`src/rtl/bit_serializer_if.sv`:
```
// Purpose : bundles the word-in / bit-out stream signals of bit_serializer.
// Latency : none, wires only.
// Backpressure: vld/busy on both sides; a transfer happens on an edge with vld=1 and busy=0.
//
// Signals:
//   din_vld   producer presents a word        din_busy   serializer cannot take it
//   din_data  WIDTH-bit word
//   dout_vld  a serial bit is presented       dout_busy  consumer cannot take it
//   dout_data current serial bit              dout_last  bit is the final one of its word
// master = producer/consumer side, slave = serializer side.
interface bit_serializer_if #(
    parameter int WIDTH = 16
);
    logic             din_vld;
    logic             din_busy;
    logic [WIDTH-1:0] din_data;
    logic             dout_vld;
    logic             dout_busy;
    logic             dout_data;
    logic             dout_last;

    modport master (
        output din_vld, din_data, dout_busy,
        input  din_busy, dout_vld, dout_data, dout_last
    );

    modport slave (
        input  din_vld, din_data, dout_busy,
        output din_busy, dout_vld, dout_data, dout_last
    );
endinterface

```
`src/rtl/bit_serializer.sv`:
```
// Purpose : 16-bit (WIDTH) word to 1-bit stream serializer with a one-word holding buffer.
// Latency : word accepted at edge N, first bit valid after edge N+1; one bit per cycle, no gap between words.
// Backpressure: din_busy = buffer full (registered); dout_busy freezes shifter and output bit.
//
// Ports:
//   clk  rising-edge clock
//   rst  asynchronous active-low reset; discards buffered and partial words
//   bus  slave side of bit_serializer_if (din_* word input, dout_* bit output)
module bit_serializer #(
    parameter int WIDTH     = 16,
    parameter int MSB_FIRST = 1,
    parameter int CW        = $clog2(WIDTH)
) (
    input  logic             clk,
    input  logic             rst,
    bit_serializer_if.slave  bus
);

    localparam logic [CW-1:0] LAST_CNT = CW'(WIDTH - 1);

    typedef enum logic {
        IDLE  = 1'b0,
        SHIFT = 1'b1
    } state_t;

    state_t           state_q,     state_d;
    logic [WIDTH-1:0] hold_data_q, hold_data_d;
    logic             hold_full_q, hold_full_d;
    logic [WIDTH-1:0] sr_q,        sr_d;
    logic [CW-1:0]    cnt_q,       cnt_d;

    logic in_xfer;
    logic out_xfer;
    logic last_xfer;

    // Buffer and shifter loads are mutually exclusive: both are gated by hold_full_q,
    // one needing it low and the other high, so the buffer never loads and drains on one edge.
    assign in_xfer   = bus.din_vld && !hold_full_q;
    assign out_xfer  = (state_q == SHIFT) && !bus.dout_busy;
    assign last_xfer = out_xfer && (cnt_q == LAST_CNT);

    always_comb begin
        state_d     = state_q;
        hold_data_d = hold_data_q;
        hold_full_d = hold_full_q;
        sr_d        = sr_q;
        cnt_d       = cnt_q;

        if (in_xfer) begin
            hold_data_d = bus.din_data;
            hold_full_d = 1'b1;
        end

        unique case (state_q)
            IDLE: begin
                if (hold_full_q) begin
                    sr_d        = hold_data_q;
                    cnt_d       = '0;
                    hold_full_d = 1'b0;
                    state_d     = SHIFT;
                end
            end
            SHIFT: begin
                if (last_xfer && hold_full_q) begin
                    // Reload straight from the buffer so the next word follows without a bubble.
                    sr_d        = hold_data_q;
                    cnt_d       = '0;
                    hold_full_d = 1'b0;
                end else if (out_xfer) begin
                    if (MSB_FIRST != 0) begin
                        sr_d = {sr_q[WIDTH-2:0], 1'b0};
                    end else begin
                        sr_d = {1'b0, sr_q[WIDTH-1:1]};
                    end
                    cnt_d = cnt_q + 1'b1;
                    if (last_xfer) begin
                        state_d = IDLE;
                    end
                end
            end
            default: state_d = IDLE;
        endcase
    end

    always_ff @(posedge clk or negedge rst) begin
        if (!rst) begin
            state_q     <= IDLE;
            hold_data_q <= '0;
            hold_full_q <= 1'b0;
            sr_q        <= '0;
            cnt_q       <= '0;
        end else begin
            state_q     <= state_d;
            hold_data_q <= hold_data_d;
            hold_full_q <= hold_full_d;
            sr_q        <= sr_d;
            cnt_q       <= cnt_d;
        end
    end

    // All outputs decode registers only; no input reaches an output combinationally.
    assign bus.din_busy  = hold_full_q;
    assign bus.dout_vld  = (state_q == SHIFT);
    assign bus.dout_data = (MSB_FIRST != 0) ? sr_q[WIDTH-1] : sr_q[0];
    assign bus.dout_last = (cnt_q == LAST_CNT) && (state_q == SHIFT);

endmodule

```
`src/flat_wrapper.sv`:
```
// flat-port wrapper written by rule: the top's interface ports become plain ports
module bit_serializer_flat 
#(
    parameter int WIDTH     = 16,
    parameter int MSB_FIRST = 1,
    parameter int CW        = $clog2(WIDTH)
)
  (clk, rst, bus_din_vld, bus_din_data, bus_dout_busy, bus_din_busy, bus_dout_vld, bus_dout_data, bus_dout_last);
  bit_serializer_if #(.WIDTH(WIDTH)) bus_i ();
  input  logic clk;
  input  logic rst;
  input wire logic [$bits(bus_i.din_vld)-1:0] bus_din_vld;
  input wire logic [$bits(bus_i.din_data)-1:0] bus_din_data;
  input wire logic [$bits(bus_i.dout_busy)-1:0] bus_dout_busy;
  output wire logic [$bits(bus_i.din_busy)-1:0] bus_din_busy;
  output wire logic [$bits(bus_i.dout_vld)-1:0] bus_dout_vld;
  output wire logic [$bits(bus_i.dout_data)-1:0] bus_dout_data;
  output wire logic [$bits(bus_i.dout_last)-1:0] bus_dout_last;
  assign bus_i.din_vld = bus_din_vld;
  assign bus_i.din_data = bus_din_data;
  assign bus_i.dout_busy = bus_dout_busy;
  assign bus_din_busy = bus_i.din_busy;
  assign bus_dout_vld = bus_i.dout_vld;
  assign bus_dout_data = bus_i.dout_data;
  assign bus_dout_last = bus_i.dout_last;
  bit_serializer #(.WIDTH(WIDTH), .MSB_FIRST(MSB_FIRST), .CW(CW)) u_core (.clk(clk), .rst(rst), .bus(bus_i));
endmodule
```
`config.mk`:
```
export PLATFORM = sky130hd
export DESIGN_NAME = bit_serializer_flat
export DESIGN_NICKNAME = d
export VERILOG_FILES = /design/src/rtl/bit_serializer_if.sv /design/src/rtl/bit_serializer.sv /design/src/flat_wrapper.sv
export SDC_FILE = /design/constraint.sdc
export NUM_CORES = 1
export LEC_CHECK = 0
export ABC_AREA = 0
export CAP_MARGIN = 0
export CORE_ASPECT_RATIO = 1.25
export CORE_UTILIZATION = 55
export CTS_CLUSTER_SIZE = 24
export DETAILED_ROUTE_END_ITERATION = 8
export GPL_TIMING_DRIVEN = 0
export PLACE_DENSITY = 0.91
export SLEW_MARGIN = 10
export SYNTH_ARGS = -nofsm -noshare
export SYNTH_HDL_FRONTEND = slang
export SYNTH_SLANG_ARGS = --single-unit
```
`constraint.sdc`:
```
create_clock -name clk -period 3 [get_ports clk]
set_input_delay 0.6 -clock clk [delete_from_list [all_inputs] [get_ports clk]]
set_output_delay 0.6 -clock clk [all_outputs]
set_load 0.05 [all_outputs]
```
==> out/metrics.yaml, run 1 <==
status:
  status: "finished clean"
clocking:
  clk_latency_ns: 0.29
  cts_tree: "done"
  cts_sinks: 38
  post_cts_buffers: 0
  clk_pin_slew_worst_paths_ns: 0.07
  cts_inserted_buffers: 5
  cts_max_level: 2
  postCtsResizedCells: 0
  cts_buffer_depth: 2
  cts_hold_buffers: 0
  cts_root_buf: "clkbuf_8"
power:
  leakagePower_uw: 0.00102
  power_density_nw_per_um2: 695
  ir_drop_mv: 0.640
  p_total_uw: 1640
timing:
  rsz0062_at_grt: "no"
  fin_skew_ns: 0.00428
  max_freq_ghz: 0.388
  post-route-period-util: 0.858
  hold_viol: 0
  report.final.setup_viol: 0
  period_needed_ns: 2.58
  setup_slack_ns: 0.425
  drv_slew: 0
  max_slew_margin: 0.673
  fin_setup_tns_ns: 0
  worst_pin_slew_ns: 0.489
critical_path:
  cp-end-kind: "primary output"
  crit_type: "flop to primary output"
  reg2reg_slack_ns: 1.31
  rr_startpoint: "u_core.cnt_q[0]$_DFFE_PN0P_"
  crit_path_max_fanout: 10
  cp.required_ns: 2.40
  crit_chain: "buf_4, buf_4, inv_1, nor2_1, clkdlybuf4s50_1"
  r2r-end: "u_core.sr_q[10]$_DFFE_PN0P_"
  start_kind: "flop"
  critPathMaxStageDelay_ns: 0.80
  reg2reg_depth: 6
  crit_path_frequent_cell: "buf_4"
  worstPathArrival_ns: 1.98
  slowest_stage: "clkdlybuf4s50_1"
synth:
  synth_edf_count: 0
  synthesis.area_sq_um: 1980
  synth.distinct_cells: 29
  synth.most_common_cell: "dfrtp_1"
  syn_nets: 213
  syn_avg_cell_area_sq_um: 10.3
  netlist_instances: 192
  yosysTopAreaCell: "dfrtp_1"
  ys_async_sr_fraction: 1.00
  ys_warn_count: 0
  synthFlopType: "dfrtp_1"
  netlist_top_cells_count: "dfrtp_1 (38), nand2_1 (33), a21oi_1 (17), mux2_2 (16)"
  synthTopCellsByArea: "dfrtp_1 (48%), mux2_2 (9.1%), o2111ai_1 (6.6%)"
  ys_seq_area_frac: 0.480
  yosysTopAreaCellShare: 0.480
  ys_ff_latch: 38
grt:
  grt_pass1_vias: 1614
  grt_pass1_wl_microns: 7290
  grt_max_degree: 22
  overflow: 0
  antenna_found_initial: 0
  track_usage: 0.250
final_layout:
  area_delta_synth_final_pct: 19.1
  layout.nets: 244
  diodes: 0
  instances_no_fill: 262
  drive_gt1_frac: 0.170
  post-route-util: 0.683
placed_design:
  place_ws_ns: 0.700
  portBuffers: 23
  place_congestion: 0.786
  dp_hpwl_microns: 3110
  dpl.cell_count: 255
detailed_routing:
  drt_first_pass_iters: 4
  routedWlPerCell_microns: 16.7
  postRouteWirelength_microns: 4380
  drt-initial-drc-count: 85
  drc: 0
  dr_total_vias: 1619
  avgViaCountPerCell: 6.18
  antenna_left: 0
floorplan:
  die_h_microns: 69.1
  io_pins: 24
  rows: 24
  die_x_microns: 55.7
  initial_core_util: 0.573
  core_area_sq_um: 3450
  die_area_sq_um: 3840
flow_run:
  cap_viol_max_count: 0
min_path:
  min_path_type: "input pin to asynchronous set/reset pin"
-- metrics by stage --
| stage | hold WS, ns | cell area [sq um] |
|---|---|---|
| after floorplan | 0.304 | 1980 |
| after global placement | 0.471 | 2260 |
| after detailed placement | 0.491 | 2280 |
| after CTS | 0.255 | 2360 |
| after global routing | 0.272 | 2360 |
| final | 0.245 | 2360 |
-- area by class of cell --
cell class,count,area (sq um)
Buffer,17,93.8
Inverter,2,7.51
Timing Repair Buffer,24,253
Sequential cell,38,951
Fill cell,267,1100
Tap cell,39,48.8
Multi-Input combinational cell,135,927
Clock buffer,7,76.3
-- where the power goes --
part | internal [uW] | switching [uW]
registers | 698 | 145
logic | 250 | 214
clock network | 160 | 170
total | 1110 | 529
-- flip-flops by register name (all words and copies together), names as in the netlist --
register and flops:
u_core.bus.din_busy 1, u_core.bus.dout_vld 1, u_core.hold_data_q 16, u_core.sr_q 16
u_core.cnt_q 4
-- cell usage in the layout (no fill, tap or decap) --
cell              n
buf_4             4
a22o_1            1
a21boi_1          1
buf_6             1
inv_1             2
and4b_1           1
nand4b_2          1
ha_1              1
o22a_1           15
clkbuf_8          5
buf_16            1
a21o_1            2
nand2b_1         15
mux2_2           16
nor2b_1           1
or4_1             2
and2_4            1
nor2_1            4
nand2_1          33
mux2i_1           1
dfrtp_1          38
nor2_2            1
clkdlybuf4s50_1  22
buf_2             7
a2111oi_2         1
a21oi_1          17
or2_1             1
o2111ai_1        15
o31ai_1           2
clkbuf_1          8
o21ai_0           1
nand3_1           2
-- worst max-delay path, delay by kind of cell, from the launching register on --
family        cells  cell delay [ns]
simple gates      1             0.10
flops             1             0.36
buf+inv           4             1.22
-- layer usage --
metal  global-route usage  routed length [microns]
met1                0.279                     1720
met2                0.420                     2350
met3               0.0638                      137
met4                0.153                      180
met5                    0                        0
-- worst max path at each step --
stage / slack [ns] / from / cells past startpoint / end
after detailed placement: 0.70 / bus_dout_busy / 5 / u_core.sr_q[4]$_DFFE_PN0P_
after global routing: 0.35 / u_core.bus.dout_vld$_DFF_PN0_ / 5 / bus_dout_last
after CTS: 0.43 / u_core.bus.dout_vld$_DFF_PN0_ / 5 / bus_dout_last
final: 0.42 / u_core.bus.dout_vld$_DFF_PN0_ / 5 / bus_dout_last
after floorplan: 0.69 / u_core.bus.dout_vld$_DFF_PN0_ / 4 / bus_dout_last
after global placement: 0.46 / rst / 1 / u_core.sr_q[7]$_DFFE_PN0P_
-- cells by family after synthesis --
| logic type | synth area share |
|---|---|
| buffers and inverters | 0.0512 |
| DFF | 0.480 |
| adders and majority gates | 0.00632 |
| muxes | 0.0961 |
| and+or+nand+nor | 0.157 |
| AOI/OAI and AO/OA | 0.209 |
Note: power is estimated with default switching activity, not from simulation.
==> inputs of run 2 (changes only) <==
Settings changed: CAP_MARGIN 0 to 25.
==> results of run 2 <==
The final DEF is identical to that of run 1; final timing and power are the same.
==> inputs of run 3 (changes only) <==
Clock period 3 ns to 3.2 ns, I/O delays scaled along.
==> results of run 3 <==
Same layout as run 1 (identical final DEF). Status: finished clean.
Main changes from that run: setup slack after placement 0.700 ns -> 0.860 ns; setup slack after layout 0.425 ns -> 0.585 ns; hold slack 0.245 ns -> 0.285 ns; register-to-register setup slack 1.31 ns -> 1.51 ns; total power 1640 uW -> 1530 uW; worst IR drop on VDD 0.640 mV -> 0.600 mV
==> variant 1: new RTL, flow settings as in run 3 <==
`WIDTH` is set to 16 in 3 places; all go to 32. Comments in the files are not updated.
--- a/src/rtl/bit_serializer_if.sv
+++ b/src/rtl/bit_serializer_if.sv
@@ -9,7 +9,7 @@
 //   dout_data current serial bit              dout_last  bit is the final one of its word
 // master = producer/consumer side, slave = serializer side.
 interface bit_serializer_if #(
-    parameter int WIDTH = 16
+    parameter int WIDTH = 32
 );
     logic             din_vld;
     logic             din_busy;
--- a/src/rtl/bit_serializer.sv
+++ b/src/rtl/bit_serializer.sv
@@ -7,7 +7,7 @@
 //   rst  asynchronous active-low reset; discards buffered and partial words
 //   bus  slave side of bit_serializer_if (din_* word input, dout_* bit output)
 module bit_serializer #(
-    parameter int WIDTH     = 16,
+    parameter int WIDTH     = 32,
     parameter int MSB_FIRST = 1,
     parameter int CW        = $clog2(WIDTH)
 ) (
--- a/src/flat_wrapper.sv
+++ b/src/flat_wrapper.sv
@@ -1,7 +1,7 @@
 // flat-port wrapper written by rule: the top's interface ports become plain ports
 module bit_serializer_flat 
 #(
-    parameter int WIDTH     = 16,
+    parameter int WIDTH     = 32,
     parameter int MSB_FIRST = 1,
     parameter int CW        = $clog2(WIDTH)
 )
Ports: changed (resized bus_din_data); port bits go from 24 to 40. No check against the original RTL was run, so the function may have changed too.
==> variant 1 against run 3 <==
Worst setup slack got worse by 0.25 ns; synthesized area increased by 49%; die area increased by 47%; clock power increased by 110%; routed wire length increased by 26%; power increased by 62%; cell area increased by 53%; sequential cell count increased by 33; critical path type unchanged; largest cell class unchanged.
==> variant 1: results <==
synth:
  muxShareOfSynthArea_pct: 12.2
  synth.net_count: 249
  synth-warning-count: 0
  synth-compound-area-share_pct: 13.3
  synth_xor_area_share_pct: 0
  ys_types: 26
  synth_seq_area_share_pct: 60.3
  synthTopCellsByArea: "dfrtp_1 60%, mux2_2 11%, a221o_1 11%"
  async_reset_ff_share_pct: 100
  yosys.area_share.adder_pct: 0.850
  ys_top_cells_by_count: "71 x dfrtp_1, 32 x and3_1, 31 x a221o_1, 30 x mux2_2, 7 x clkbuf_1"
worst_setup_path:
  crit_path_max_fanout: 4
  cp.arrival_ns: 2.22
clock_network:
  root_buffer: "clkbuf_8"
  htreeDepth: 3
  post-cts-setup-buffers: 0
  insertion_delay_ns: 0.35
  cts_buffers: 9
  cts.reportedPaths.clkPinSlew_ns: 0.07
  clockBufferDepth: 2
  ctsResizeCount: 0
routing:
  route.final.wire_length_mm: 5.50
  avgViaCountPerCell: 5.98
  first_pass_iters: 4
  drt-initial-drc-count: 220
final_layout:
  nets: 300
  antenna_cells: 0
  drive_gt1_share_pct: 22.0
  fillers: 343
  largestRegisters: "u_core.hold_data_q (32), u_core.sr_q (32), u_core.cnt_q (5)"
run_status:
  status: "completed"
pwr:
  ir_worst_vdd_v: 0.000392
  leakage_nw: 1.72
  p_int_mw: 1.84
place:
  postPlaceCellArea_um2: 3440
  pre_cts_slack_ns: 0.703
  portBuffers: 39
  hpwl_mm: 3.64
  gp_congestion: 0.741
grt:
  grt_first_pass_wirelength_mm: 9.54
  grt_max_degree: 60
  grt_pass1_vias: 2022
  grtUsageTotal_pct: 23.0
  antenna_found_initial: 0
sta:
  fin_skew_ns: 0.00913
  slew_headroom_pct: 66.9
hold_path:
  hold_class: "in2async"
variant 1: path summary, 6_finish.rpt:
kind | start | endpoint | slack [ns] | cells past startpoint
max in group asynchronous | rst | u_core.hold_data_q[31] | 2.54 | 2
setup reg to reg | u_core.cnt_q[0] | u_core.sr_q[10] | 1.21 | 7
hold reg to reg | u_core.hold_data_q[5] | u_core.hold_data_q[5] | 0.50 | 1
hold / removal | rst | u_core.hold_data_q[11] | 0.13 | 1
setup / recovery | u_core.cnt_q[0] | bus_dout_last | 0.34 | 5
min in group clk | u_core.hold_data_q[5] | u_core.hold_data_q[5] | 0.50 | 1
variant 1: through the flow:
step,total power [mW],instances,TNS [ns]
3_5_place_dp,1.87,313,0
5_1_grt,2.62,326,0
3_3_place_gp,1.82,312,-49.84
4_1_cts,2.51,326,0
2_1_floorplan,1.68,211,0
6_report,2.49,326,0
variant 1: logic make-up after synthesis:
logic type                 Yosys count
AOI/OAI and AO/OA                   42
adders and majority gates            2
buffers and inverters               18
DFF                                 71
muxes                               32
and+or+nand+nor                     46
variant 1: power groups by stage:
stage          registers, mW  clock network [mW]  logic [mW]
4_1_cts                 1.38               0.649       0.482
3_5_place_dp            1.39                   0       0.479
6_report                1.38               0.637       0.476
5_1_grt                 1.41               0.684       0.524
2_1_floorplan           1.34                   0       0.339
3_3_place_gp            1.37                   0       0.450
variant 1: area by class of cell:
| type | count | area [um^2] | area share (%) |
|---|---|---|---|
| multi-input combinational | 122 | 1060 | 29.4 |
| buffer | 17 | 101 | 2.81 |
| clock inverter | 1 | 5.00 | 0.139 |
| sequential | 71 | 1780 | 49.3 |
| tap | 62 | 77.6 | 2.15 |
| inverter | 1 | 3.75 | 0.104 |
| timing repair buffer | 40 | 415 | 11.5 |
| clock buffer | 12 | 165 | 4.58 |
variant 1: routing by layer:
layer / up-vias / global-route usage (%) / routed length, um / share of wire, %
li1: 907 / - / - / -
met1: 975 / 32.8 / 2540 / 46
met2: 50 / 32.3 / 2570 / 47
met3: 16 / 7.10 / 229 / 4.2
met4: 0 / 9.67 / 166 / 3.0
met5: - / 0 / 0 / 0
variant 1: critical path, stage by stage, from the launching register on:
cell and delay [ns]:
dfrtp_1 0.41, ha_1 0.22, and3_1 0.18, ha_1 0.20
and2_1 0.17, clkdlybuf4s50_1 0.69
==> variant 2: new RTL, settings of run 3 <==
Made on the original files. `hold_data_q` and `sr_q` no longer have a reset.
--- a/src/rtl/bit_serializer.sv
+++ b/src/rtl/bit_serializer.sv
@@ -85,17 +85,18 @@
     always_ff @(posedge clk or negedge rst) begin
         if (!rst) begin
             state_q     <= IDLE;
-            hold_data_q <= '0;
             hold_full_q <= 1'b0;
-            sr_q        <= '0;
             cnt_q       <= '0;
         end else begin
             state_q     <= state_d;
-            hold_data_q <= hold_data_d;
             hold_full_q <= hold_full_d;
-            sr_q        <= sr_d;
             cnt_q       <= cnt_d;
         end
+    end
+
+    always_ff @(posedge clk) begin
+        hold_data_q <= hold_data_d;
+        sr_q        <= sr_d;
     end
 
     // All outputs decode registers only; no input reaches an output combinationally.
Behaviour: differs if rst is asserted again (counterexample within 4 cycles, from zero or initial values and one cycle with rst low); with rst held inactive, the same outputs for 10 cycles.
==> variant 2 against run 3 <==
Sequential power fell by 13%; via count decreased by 51%; largest power group unchanged; sequential cell count stayed put; synthesized area is 22% lower; register-to-register slack got worse by 0.17 ns; non-clock buffer count is 15 lower; routed wire length is 45% lower; clock skew is 0.0061 ns higher; cell area decreased by 19%; first-iteration DRC count decreased by 67%; global-route usage down 6.5 points; worst setup slack worse by 0.046 ns; combinational power is 40% lower; power fell by 18%.
==> variant 2: results <==
pwr:
  p_seq_mw: 0.687
  p_comb_mw: 0.262
  power_density_nw_per_um2: 659
  leakage_nw: 0.718
routing:
  drt-initial-drc-count: 28
  route.final.wire_length_mm: 2.41
  avgViaCountPerCell: 5.36
synth:
  synth_seq_area_share_pct: 72.1
  yosys.area_share.adder_pct: 0.812
  async_reset_ff_share_pct: 15.8
  ys_top_cells_by_count: "32 x edfxtp_1, 9 x mux2_4, 7 x mux2_2, 6 x dfrtp_1, 3 x nand2_1"
  synth.net_count: 102
  synth-compound-area-share_pct: 3.81
  muxShareOfSynthArea_pct: 14.5
  synth_xor_area_share_pct: 0.568
run_status:
  status: "completed"
place:
  gp_congestion: 0.780
  hpwl_mm: 1.64
clock_network:
  root_buffer: "clkbuf_4"
grt:
  grt_pass1_vias: 829
  grt_max_degree: 18
final_layout:
  fillers: 196
sta:
  fin_skew_ns: 0.0104
worst_setup_path:
  crit_path_max_fanout: 4
  worstReg2RegStart: "u_core.cnt_q[1]"
==> variant 2: per-layer routing <==
layer | wire, um | GRT usage (%) | vias up
met3 | 98 | 5.43 | 5
met2 | 1290 | 32.3 | 21
met1 | 982 | 21.6 | 390
met4 | 38 | 7.56 | 0
met5 | 0 | 0 | -
li1 | - | - | 372
==> variant 2: metrics by stage <==
step | instances | worst slack [ns] | instance area, um^2
floorplan | 81 | 0.943 | 1540
global placement | 138 | 0.447 | 1810
detailed placement | 139 | 0.718 | 1830
CTS | 147 | 0.531 | 1910
global route | 147 | 0.477 | 1910
finish | 147 | 0.539 | 1910
==> variant 2: how the worst max path moves through the flow <==
| stage | depth (start not counted) | to | from |
|---|---|---|---|
| 2_1_floorplan | 3 | u_core.sr_q[0] | u_core.bus.dout_vld |
| 3_5_place_dp | 5 | u_core.sr_q[10] | bus_dout_busy |
| 3_3_place_gp | 2 | u_core.sr_q[10] | bus_dout_busy |
| 6_report | 3 | bus_dout_last | u_core.cnt_q[1] |
| 5_1_grt | 3 | bus_dout_last | u_core.cnt_q[1] |
| 4_1_cts | 3 | bus_dout_last | u_core.cnt_q[1] |
==> variant 2: area by class of cell <==
cell class / count / area (um^2) / share of cell area [%]
Tap cell: 34 / 42.5 / 2.23
Clock inverter: 2 / 33.8 / 1.77
Buffer: 2 / 25.0 / 1.31
Multi-Input combinational cell: 39 / 404 / 21.2
Sequential cell: 38 / 1110 / 58.3
Clock buffer: 6 / 41.3 / 2.17
Timing Repair Buffer: 24 / 241 / 12.7
Inverter: 2 / 7.51 / 0.394
==> variant 2: critical path: cells and delay by family (launching register included) <==
family                     cells  cell delay [ns]
DFF                            1             0.41
buffers and inverters          1             0.79
and+or+nand+nor                1             0.23
adders and majority gates      1             0.26
